==> config.mk <==
export PLATFORM = sky130hd
export DESIGN_NAME = mem_arbiter
export DESIGN_NICKNAME = d
export VERILOG_FILES = /design/src/rtl/mem_arbiter.sv
export SDC_FILE = /design/constraint.sdc
export NUM_CORES = 1
export LEC_CHECK = 0
export BUFFER_PORTS_ARGS = -buffer_cell sky130_fd_sc_hd__buf_2
export CORE_AREA = 2 2 142 144
export CTS_CLUSTER_DIAMETER = 40
export DETAILED_ROUTE_END_ITERATION = 8
export DIE_AREA = 0 0 144 146
export PLACE_DENSITY = 0.39
export RECOVER_POWER = 50
export SETUP_SLACK_MARGIN = 0.02
export SYNTH_ARGS = -nofsm -noshare
export SYNTH_HDL_FRONTEND = slang
export SYNTH_SLANG_ARGS = --single-unit
==> constraint.sdc <==
create_clock -name clk -period 3.85 [get_ports clk]
set_clock_uncertainty 0.05 [all_clocks]
set_input_delay 0.385 -clock clk [delete_from_list [all_inputs] [get_ports clk]]
set_output_delay 0.385 -clock clk [all_outputs]
set_load 0.005 [all_outputs]
==> src/rtl/mem_arbiter.sv <==
// -----------------------------------------------------------------------------
// mem_arbiter
//
// Shares one AXI4-Lite slave port between the instruction fetch unit (IFU,
// read-only) and the load/store unit (LSU, read/write). One transaction owns
// the slave port at a time, from grant until its response handshake. IFU and
// LSU take turns under contention (one-bit round-robin). Inside the LSU a
// pending write beats a pending read. Addresses, data, valids and readys pass
// through combinationally in the granted state. Only the grant state, the
// round-robin bit and the channel-completion flags are registered.
//
// Handshake rule on every channel: a transfer happens on a rising edge where
// valid and ready are both 1. A master's valid is never altered by this
// block. A non-granted master sees ready = 0 and response valid = 0, so its
// request simply waits.
//
// Ports
//   clk, rst          rising-edge clock; asynchronous reset, active low
//   ifu_ar*, ifu_r*   IFU read address / read data channels
//   lsu_ar*, lsu_r*   LSU read address / read data channels
//   lsu_aw*, lsu_w*   LSU write address / write data channels
//   lsu_b*            LSU write response channel
//   m_*               slave-side AXI4-Lite port (directions mirrored)
//   dbg_state_o       current grant state (0 IDLE, 1 IFU_RD, 2 LSU_RD, 3 LSU_WR)
// -----------------------------------------------------------------------------
module mem_arbiter #(
    parameter int ADDR_WIDTH = 32,
    parameter int DATA_WIDTH = 32
) (
    input  logic                    clk,
    input  logic                    rst,
    // IFU read channels
    input  logic [ADDR_WIDTH-1:0]   ifu_araddr,
    input  logic                    ifu_arvalid,
    output logic                    ifu_arready,
    output logic [DATA_WIDTH-1:0]   ifu_rdata,
    output logic [1:0]              ifu_rresp,
    output logic                    ifu_rvalid,
    input  logic                    ifu_rready,
    // LSU read channels
    input  logic [ADDR_WIDTH-1:0]   lsu_araddr,
    input  logic                    lsu_arvalid,
    output logic                    lsu_arready,
    output logic [DATA_WIDTH-1:0]   lsu_rdata,
    output logic [1:0]              lsu_rresp,
    output logic                    lsu_rvalid,
    input  logic                    lsu_rready,
    // LSU write channels
    input  logic [ADDR_WIDTH-1:0]   lsu_awaddr,
    input  logic                    lsu_awvalid,
    output logic                    lsu_awready,
    input  logic [DATA_WIDTH-1:0]   lsu_wdata,
    input  logic [DATA_WIDTH/8-1:0] lsu_wstrb,
    input  logic                    lsu_wvalid,
    output logic                    lsu_wready,
    output logic [1:0]              lsu_bresp,
    output logic                    lsu_bvalid,
    input  logic                    lsu_bready,
    // Slave-side port
    output logic [ADDR_WIDTH-1:0]   m_araddr,
    output logic                    m_arvalid,
    input  logic                    m_arready,
    input  logic [DATA_WIDTH-1:0]   m_rdata,
    input  logic [1:0]              m_rresp,
    input  logic                    m_rvalid,
    output logic                    m_rready,
    output logic [ADDR_WIDTH-1:0]   m_awaddr,
    output logic                    m_awvalid,
    input  logic                    m_awready,
    output logic [DATA_WIDTH-1:0]   m_wdata,
    output logic [DATA_WIDTH/8-1:0] m_wstrb,
    output logic                    m_wvalid,
    input  logic                    m_wready,
    input  logic [1:0]              m_bresp,
    input  logic                    m_bvalid,
    output logic                    m_bready,
    // Debug
    output logic [1:0]              dbg_state_o
);

    typedef enum logic [1:0] {
        IDLE   = 2'd0,
        IFU_RD = 2'd1,
        LSU_RD = 2'd2,
        LSU_WR = 2'd3
    } state_e;

    state_e state_q, state_d;
    logic   last_grant_q, last_grant_d;   // 0 = IFU granted last, 1 = LSU
    logic   ar_done_q, ar_done_d;
    logic   aw_done_q, aw_done_d;
    logic   w_done_q, w_done_d;

    logic   ifu_req;
    logic   lsu_rd_req;
    logic   lsu_wr_req;
    logic   lsu_req;
    state_e lsu_state;
    logic   r_hs;
    logic   b_hs;

    assign ifu_req    = ifu_arvalid;
    assign lsu_rd_req = lsu_arvalid;
    // A write is requested as soon as either half (AW or W) shows up.
    assign lsu_wr_req = lsu_awvalid | lsu_wvalid;
    assign lsu_req    = lsu_rd_req | lsu_wr_req;
    assign lsu_state  = lsu_wr_req ? LSU_WR : LSU_RD;

    assign r_hs = m_rvalid & m_rready;
    assign b_hs = m_bvalid & m_bready;

    // Responses and read data are forwarded unmodified to both masters;
    // only the valids are steered.
    assign ifu_rdata   = m_rdata;
    assign ifu_rresp   = m_rresp;
    assign lsu_rdata   = m_rdata;
    assign lsu_rresp   = m_rresp;
    assign lsu_bresp   = m_bresp;
    assign dbg_state_o = state_q;

    // -------------------------------------------------------------------------
    // State register
    // -------------------------------------------------------------------------
    always_ff @(posedge clk or negedge rst) begin
        if (!rst) begin
            state_q      <= IDLE;
            last_grant_q <= 1'b1;
            ar_done_q    <= 1'b0;
            aw_done_q    <= 1'b0;
            w_done_q     <= 1'b0;
        end else begin
            state_q      <= state_d;
            last_grant_q <= last_grant_d;
            ar_done_q    <= ar_done_d;
            aw_done_q    <= aw_done_d;
            w_done_q     <= w_done_d;
        end
    end

    // -------------------------------------------------------------------------
    // Next-state logic
    // -------------------------------------------------------------------------
    always_comb begin
        state_d      = state_q;
        last_grant_d = last_grant_q;
        unique case (state_q)
            IDLE: begin
                if (ifu_req && lsu_req) begin
                    // Contention: the master that was not granted last wins.
                    if (last_grant_q) begin
                        state_d      = IFU_RD;
                        last_grant_d = 1'b0;
                    end else begin
                        state_d      = lsu_state;
                        last_grant_d = 1'b1;
                    end
                end else if (ifu_req) begin
                    state_d      = IFU_RD;
                    last_grant_d = 1'b0;
                end else if (lsu_req) begin
                    state_d      = lsu_state;
                    last_grant_d = 1'b1;
                end
            end
            IFU_RD, LSU_RD: begin
                if (r_hs) state_d = IDLE;
            end
            LSU_WR: begin
                if (b_hs) state_d = IDLE;
            end
            default: state_d = IDLE;
        endcase

        // Completion flags stop a request channel from being presented twice
        // within one granted transaction; they clear whenever we are idle or
        // about to become idle.
        ar_done_d = ar_done_q | (m_arvalid & m_arready);
        aw_done_d = aw_done_q | (m_awvalid & m_awready);
        w_done_d  = w_done_q  | (m_wvalid  & m_wready);
        if (state_q == IDLE || state_d == IDLE) begin
            ar_done_d = 1'b0;
            aw_done_d = 1'b0;
            w_done_d  = 1'b0;
        end
    end

    // -------------------------------------------------------------------------
    // Output logic: channel steering per grant state
    // -------------------------------------------------------------------------
    always_comb begin
        // Slave-side addr/data default to the IFU / LSU sources so they are
        // never X; their valids are 0 unless a grant is active.
        m_araddr    = ifu_araddr;
        m_arvalid   = 1'b0;
        m_rready    = 1'b0;
        m_awaddr    = lsu_awaddr;
        m_awvalid   = 1'b0;
        m_wdata     = lsu_wdata;
        m_wstrb     = lsu_wstrb;
        m_wvalid    = 1'b0;
        m_bready    = 1'b0;
        ifu_arready = 1'b0;
        ifu_rvalid  = 1'b0;
        lsu_arready = 1'b0;
        lsu_rvalid  = 1'b0;
        lsu_awready = 1'b0;
        lsu_wready  = 1'b0;
        lsu_bvalid  = 1'b0;
        unique case (state_q)
            IFU_RD: begin
                m_araddr    = ifu_araddr;
                m_arvalid   = ifu_arvalid & ~ar_done_q;
                ifu_arready = m_arready & ~ar_done_q;
                ifu_rvalid  = m_rvalid;
                m_rready    = ifu_rready;
            end
            LSU_RD: begin
                m_araddr    = lsu_araddr;
                m_arvalid   = lsu_arvalid & ~ar_done_q;
                lsu_arready = m_arready & ~ar_done_q;
                lsu_rvalid  = m_rvalid;
                m_rready    = lsu_rready;
            end
            LSU_WR: begin
                m_awvalid   = lsu_awvalid & ~aw_done_q;
                lsu_awready = m_awready & ~aw_done_q;
                m_wvalid    = lsu_wvalid & ~w_done_q;
                lsu_wready  = m_wready & ~w_done_q;
                lsu_bvalid  = m_bvalid;
                m_bready    = lsu_bready;
            end
            default: begin
            end
        endcase
    end

endmodule

==> reports/results.tsv, run 1 <==
metric	value	unit
hp-class	input pin to flip-flop	
clk_latency	0.22	ns
required	3.41	ns
path_max_fanout	20	
syn_area_per_cell	8.505	sq um
critPathArrivalTime	2.20	ns
setup_slack	1.212	ns
layout_commonest_cell	buf_2	
start_kind	flip-flop	
seqPwrFrac	13.3	%
vdd_drop_max	110.2	uV
fin_setup_tns	0	ns
start_util	9.985	%
wl_per_cell	11.83	um
finalWirelength	5666	um
cts_tree	yes	
fillers	2250	
yosysTopAreaCell	buf_4	
ctsResizeCount	0	
timing.final.crit_share	68.53	%
track_usage	5.047	%
grt_pass1_wl	8079	um
drc_errors	0	
switching_share	40.13	%
num_antenna_cells	0	
cellPowerDensity	478.3	nW/um^2
vias	1302	
cts_buffer_depth	2	
numCtsBuffers	3	
synth.distinct_cells	28	
final_cells	479	
dieHeight	146	um
synth_top_area_share	53.66	%
seq_area	151.4	sq um
io_pins	366	
crit_chain	inv_1 -> ha_2 -> buf_4 -> mux2_2 -> buf_2	
period_minus_slack	2.638	ns
final_area	1913	sq um
fp.dieW	144	um
cap_violations	0	
final_util	9.895	%
run_status	finished clean	
slowest_stage	ha_2	
multi_input_area	696.9	sq um
place_congestion	0.7809	
pwr-share-clk	18.6	%
slowest_delay	0.55	ns
place_inst	474	
grt_pass1_vias	1448	
p_switching	0.3672	mW
power	0.9150	mW
relSlewSlack	63.75	%
dr.pass1.iters	3	
whs	0.3473	ns
core-area	19330	sq um
synth_seq_area_share	7.842	%
grt_max_degree	21	
finalNetCount	402	
p_leak	0.9283	nW
syn_nets	414	
ys_ff_latch	6	
antenna_left	0	
worstMarginPinSlew	0.5437	ns
crit_type	flip-flop to output port	
layout_common_cells	buf_2, mux2_2, inv_1, and3b_1	
cp_top_family	buffers and inverters	
antenna_found_initial	0	
finalHoldViolations	0	
h-tree-depth	1	
intPower	0.5478	mW
grt_overflow	0	
rsz0062_at_grt	no	
cts_root_buf	clkbuf_16	
area_growth	-0.9076	%
combinationalPowerShare	68.1	%
netlist_area	1931	sq um
placed_area	1826	sq um
die_area	21020	sq um
yosysWarnings	0	
io_buffers	123	
setup_violations	0	
avgViaCountPerCell	2.718	
synth.area.top_cells	buf_4, mux2_2, dfrtp_1	
clock-sinks	6	
netlist_instances	227	
layout-drive-gt1-share	75.70	%
worst-path-buf-inv	3	
rows	51	
crit_path_end_kind	output port	
dp_slack	1.407	ns
clk_pin_slew	0.03	ns
slew_violations	0	
dp_hpwl	5028	um
drtIter0Drc	19	
fmax	379.0	MHz
final cells by class:
type                       instances  share of cell area (%)
inverter                           6                   1.177
sequential                         6                   7.914
timing repair buffer             125                   33.03
clock buffer                       4                   4.120
tap                              265                   17.33
multi-input combinational         73                   36.43
worst paths after layout:
| path | end | cells past startpoint | start | slack (ns) |
|---|---|---|---|---|
| worst max register to register | ar_done_q | 6 | dbg_state_o[0] | 1.65 |
| worst min register to register | last_grant_q | 2 | last_grant_q | 0.47 |
| max in group asynchronous | last_grant_q | 2 | rst | 2.89 |
| min in group asynchronous | aw_done_q | 2 | rst | 0.55 |
| worst min-delay path | last_grant_q | 2 | ifu_arvalid | 0.35 |
| worst max-delay path | m_araddr[8] | 5 | dbg_state_o[0] | 1.21 |
logic make-up after synthesis:
logic type                 synth area share, %
muxes                                    19.18
buffers and inverters                    56.19
DFF                                      7.842
AOI/OAI and AO/OA                        7.259
and+or+nand+nor                          6.287
adders and majority gates                3.240
Yosys cell counts, drive strengths merged:
cell       n
buf      142
mux2      32
and3b      6
inv        6
a21oi      5
dfrtp      5
ha         5
a211oi     4
and2       4
nor2       2
a21boi     1
a21o       1
a22oi      1
a31oi      1
and2b      1
dfstp      1
mux2i      1
nand2      1
nor2b      1
nor3b      1
o2111ai    1
o211a      1
o21ai      1
o311ai     1
o32a       1
or3        1
power groups by stage:
| stage | clock [mW] | sequential, mW | combinational [mW] |
|---|---|---|---|
| 3_3_place_gp | 0 | 0.123 | 0.643 |
| 6_report | 0.170 | 0.122 | 0.623 |
| 5_1_grt | 0.178 | 0.127 | 0.692 |
| 2_1_floorplan | 0 | 0.115 | 0.490 |
| 3_5_place_dp | 0 | 0.125 | 0.637 |
| 4_1_cts | 0.173 | 0.124 | 0.642 |
state kept, by name (all words and copies together) (netlist names):
| signal | cells |
|---|---|
| ar_done_q | 1 |
| aw_done_q | 1 |
| last_grant_q | 1 |
| w_done_q | 1 |
| dbg_state_o | 2 |
layer usage:
metal  vias up  wire [um]  GRT usage, %
li1        582          -             -
met1       576       2110         5.610
met2       110       2725         8.190
met3        34        629         2.238
met4         0        200         2.402
met5         -          0             0
timing repair:
action,4_1_cts,5_1_grt
endpoints found under the hold margin,5,0
buffers inserted,0,0
hold buffers,1,0
Power figures use the tool's default switching activity.
==> run 2, diff against run 1 <==
CORE_AREA = 2 2 143 145   (was 2 2 142 144)
DIE_AREA = 0 0 145 147   (was 0 0 144 146)
PLACE_DENSITY = 0.4   (was 0.39)
clock period = 2.22 ns   (was 3.85 ns; I/O delays follow)
==> reports/results.tsv, run 2 (same netlist as run 1, synthesis figures left out) <==
metric	value	unit	change
run_status	finished clean		unchanged
finalWirelength	5917	um	was 5666 um
die_area	21320	sq um	was 21020 sq um
antenna_found_initial	0		unchanged
area_growth	1.426	%	was -0.9076%
layout_common_cells	buf_2, mux2_2, inv_1, and3b_1		unchanged
grt_max_degree	25		was 21
dp_hpwl	5333	um	was 5028 um
dieHeight	147	um	was 146 um
relSlewSlack	78.90	%	was 63.75%
timing.final.crit_share	92.13	%	
num_antenna_cells	0		unchanged
layout_commonest_cell	buf_2		unchanged
finalNetCount	404		was 402
path_max_fanout	24		was 20
slew_violations	0		unchanged
antenna_left	0		unchanged
avgViaCountPerCell	2.733		was 2.718
clock-sinks	6		unchanged
final_util	9.868	%	was 9.895%
start_util	9.729	%	was 9.985%
numCtsBuffers	3		unchanged
post-cts-setup-buffers	0		unchanged
fin_setup_tns	0	ns	unchanged
clk_latency	0.23	ns	was 0.22 ns
fillers	2306		was 2250
h-tree-depth	1		unchanged
worstMarginPinSlew	0.3116	ns	was 0.5437 ns
wl_per_cell	12.17	um	was 11.83 um
dr.pass1.iters	3		unchanged
place_congestion	0.6861		was 0.7809
layout-drive-gt1-share	76.39	%	was 75.70%
grt_pass1_wl	8528	um	was 8079 um
multi_input_area	706.9	sq um	was 696.9 sq um
cp_top_family	buffers and inverters		unchanged
period_minus_slack	2.045	ns	
cts_buffer_depth	2		unchanged
p_leak	0.9463	nW	was 0.9283 nW
drc_errors	0		unchanged
rsz0062_at_grt	no		unchanged
cts_tree	yes		unchanged
largest_reg_flops	2		unchanged
grt_pass1_vias	1513		was 1448
core-area	19840	sq um	was 19330 sq um
fp.dieW	145	um	was 144 um
start_kind	flip-flop		unchanged
slowest_delay	0.45	ns	was 0.55 ns
seq_area	151.4	sq um	unchanged
vias	1328		was 1302
drtIter0Drc	28		was 19
io_pins	366		unchanged
slowest_stage	dfrtp_1		was ha_2
setup_violations	0		unchanged
crit_path_end_kind	output port		unchanged
rows	52		was 51
worst-path-buf-inv	3		unchanged
required	1.95	ns	was 3.41 ns
crit_type	flip-flop to output port		unchanged
track_usage	5.222	%	was 5.047%
cap_violations	0		unchanged
fmax	489.0	MHz	
crit_chain	inv_1 -> ha_4 -> buf_12 -> mux2_2 -> buf_2		was inv_1 -> ha_2 -> buf_4 -> mux2_2 -> buf_2
critPathArrivalTime	1.77	ns	was 2.20 ns
io_buffers	123		unchanged
cellPowerDensity	837.8	nW/um^2	was 478.3 nW/um^2
hp-class	input pin to flip-flop		unchanged
grt_overflow	0		unchanged
clk_pin_slew	0.03	ns	about the same
r2r_slack	0.22	ns	was 1.65 ns
finalHoldViolations	0		unchanged
cts_root_buf	clkbuf_16		unchanged
vdd_drop_max	161.4	uV	was 110.2 uV
## run 2: cell types whose count changed in the layout (fill, tap and decap cells not counted), sizes merged
cell / delta
buf: +3
clkbuf: -1
## run 2: metrics by stage
step	worst slack, ns	hold slack [ns]	cell area (sq um)	std cells	power [mW]
2_1_floorplan	0.4597	-0.1236	1931	227	1.050
3_3_place_gp	0.1987	0.01913	1847	481	1.347
3_5_place_dp	0.2008	0.01843	1847	481	1.340
4_1_cts	0.02873	0.1866	1939	486	1.657
5_1_grt	0.05407	0.2060	1958	486	1.786
6_report	0.1748	0.1852	1958	486	1.640
## run 2: per-layer routing
metal | GRT usage (%) | up-vias | wire, um
li1 | - | 584 | -
met3 | 2.143 | 39 | 676
met1 | 4.277 | 596 | 1872
met4 | 3.168 | 0 | 207
met5 | 0 | - | 0
met2 | 10.31 | 109 | 3160
## run 2: worst paths after layout
check | startpoint | depth (start not counted) | to
worst min register to register | last_grant_q | 2 | last_grant_q
worst min-delay path | ifu_arvalid | 2 | last_grant_q
min in group asynchronous | rst | 2 | w_done_q
max in group asynchronous | rst | 2 | last_grant_q
worst max register to register | dbg_state_o[0] | 6 | w_done_q
worst max-delay path | dbg_state_o[0] | 5 | m_araddr[18]
## run 2: power by group
| group | internal (mW) | switching, mW |
|---|---|---|
| Sequential | 0.159 | 0.0577 |
| Combinational | 0.590 | 0.536 |
| Clock | 0.238 | 0.0597 |
## run 2: layout make-up
class | instances | share of cell area (%)
multi-input combinational | 73 | 36.10
sequential | 6 | 7.732
tap | 270 | 17.25
timing repair buffer | 127 | 33.74
inverter | 6 | 1.150
clock buffer | 4 | 4.026
## run 2: repair_timing
action                                 CTS  global route
setup endpoints to repair               24            24
hold buffers                             1             0
resized for setup                        1             3
cloned                                   0             0
endpoints found under the hold margin    6             0
==> run 3, diff against run 2 <==
PLACE_DENSITY = 0.39   (was 0.4)
clock period = 2 ns   (was 2.22 ns; I/O delays follow)
==> reports/results.tsv, run 3 (same netlist as run 1, synthesis figures left out) <==
metric	value	unit	change
run_status	finished clean		unchanged
io_pins	366		unchanged
clk_pin_slew	0.04	ns	was 0.03 ns
io_buffers	123		unchanged
drc_errors	0		unchanged
finalWirelength	5870	um	was 5917 um
largest_reg_flops	2		unchanged
drtIter0Drc	20		was 28
cap_violations	0		unchanged
slew_violations	0		unchanged
grt_overflow	0		unchanged
track_usage	4.918	%	was 5.222%
rows	52		unchanged
crit_path_end_kind	output port		unchanged
relSlewSlack	75.79	%	was 78.90%
critPathArrivalTime	1.69	ns	was 1.77 ns
finalNetCount	409		was 404
rsz0062_at_grt	yes		was no
worstMarginPinSlew	0.3607	ns	was 0.3116 ns
antenna_found_initial	0		unchanged
hold_depth	2		unchanged
layout_commonest_cell	buf_2		unchanged
vdd_drop_max	183.6	uV	was 161.4 uV
final_area	2056	sq um	was 1958 sq um
avgViaCountPerCell	2.747		was 2.733
grt_max_degree	18		was 25
area_growth	6.481	%	was 1.426%
cts_buffer_depth	2		unchanged
place_congestion	0.7282		was 0.6861
fmax	516.1	MHz	
layout-drive-gt1-share	78.28	%	was 76.39%
antenna_left	0		unchanged
crit_type	flip-flop to output port		unchanged
cellPowerDensity	974.1	nW/um^2	was 837.8 nW/um^2
clock-sinks	6		unchanged
start_kind	flip-flop		unchanged
setup_violations	0		unchanged
numCtsBuffers	3		unchanged
hp-class	input pin to flip-flop		unchanged
finalHoldViolations	0		unchanged
placed_area	1852	sq um	was 1847 sq um
clk_latency	0.23	ns	about the same
layout_common_cells	buf_2, mux2_2, and3b_1		was buf_2, mux2_2, inv_1, and3b_1
start_util	9.729	%	unchanged
h-tree-depth	1		unchanged
vias	1349		was 1328
wl_per_cell	11.96	um	was 12.17 um
p_leak	0.9867	nW	was 0.9463 nW
final_cells	491		was 486
place_inst	480		was 481
period_minus_slack	1.938	ns	
dieHeight	147	um	unchanged
path_max_fanout	17		was 24
grt_pass1_wl	7941	um	was 8528 um
fp.dieW	145	um	unchanged
dr.pass1.iters	4		was 3
reg2reg_depth	6		unchanged
grt_pass1_vias	1414		was 1513
num_antenna_cells	0		unchanged
cts_tree	yes		unchanged
timing.final.crit_share	96.89	%	
die_area	21320	sq um	unchanged
core-area	19840	sq um	unchanged
cts_root_buf	clkbuf_16		unchanged
required	1.75	ns	was 1.95 ns
final_util	10.36	%	was 9.868%
dp_hpwl	4710	um	was 5333 um
-- run 3: changes by cell type in the layout (fill, tap and decap cells not counted) --
cell       before  now
inv_1           6    5
dfrtp_2         0    2
inv_4           0    1
buf_4           2    4
clkbuf_16       3    5
dfrtp_1         5    3
buf_16          0    1
-- run 3: area by class of cell --
| cell class | count | area (sq um) |
|---|---|---|
| fillers | 2310 | 17790 |
| repair buffers | 132 | 753.2 |
| multi-input cells | 73 | 706.9 |
| well taps | 270 | 337.8 |
| flip-flops and latches | 6 | 153.9 |
| clock buffers | 4 | 78.83 |
| inverters | 6 | 25.02 |
-- run 3: worst paths after layout --
kind                                start            to  slack [ns]
max in group asynchronous             rst  last_grant_q        1.37
min                           ifu_arvalid  last_grant_q        0.16
max reg2reg                dbg_state_o[0]     ar_done_q        0.18
min in group asynchronous             rst     ar_done_q        0.30
min reg2reg                  last_grant_q  last_grant_q        0.49
max                        dbg_state_o[0]  m_araddr[27]        0.06
-- run 3: per-stage QoR --
stage | hold WS (ns) | power (mW) | worst slack, ns | TNS (ns)
2_1_floorplan | -0.1456 | 1.165 | 0.2397 | 0
3_3_place_gp | -0.01466 | 1.477 | 0.1362 | 0
3_5_place_dp | -0.009069 | 1.474 | 0.09298 | 0
4_1_cts | 0.1564 | 1.911 | 0.02210 | 0
5_1_grt | 0.1812 | 2.159 | -0.001879 | -0.001879
6_report | 0.1610 | 2.002 | 0.06224 | 0
-- run 3: timing repair --
action                                  in CTS  in global routing
endpoints found under the setup margin      32                 23
resized for setup                            4                  2
gates cloned                                 1                  2
hold endpoints to repair                     6                  0
pin swaps                                    0                  0
buffers inserted                             0                  3
hold buffers                                 1                  0
-- run 3: critical path, stage by stage (launching register included) --
cell,delay (ns)
dfrtp_2,0.44
inv_4,0.09
ha_4,0.27
buf_16,0.20
mux2_2,0.34
buf_2,0.13
-- run 3: where the power goes --
group / internal, mW / switching (mW) / leakage [nW] / total (mW)
clock network: 0.264 / 0.0657 / 0.0382 / 0.330
logic: 0.787 / 0.642 / 0.875 / 1.43
registers: 0.180 / 0.0629 / 0.0740 / 0.243
-- run 3: per-layer routing --
metal  vias up  share of wire [%]  global-route usage (%)
li1        599                  -                       -
met1       619                 35                   4.766
met2        95                 52                   9.167
met3        36                8.3                   1.335
met4         0                4.4                   3.267
met5         -                  0                       0
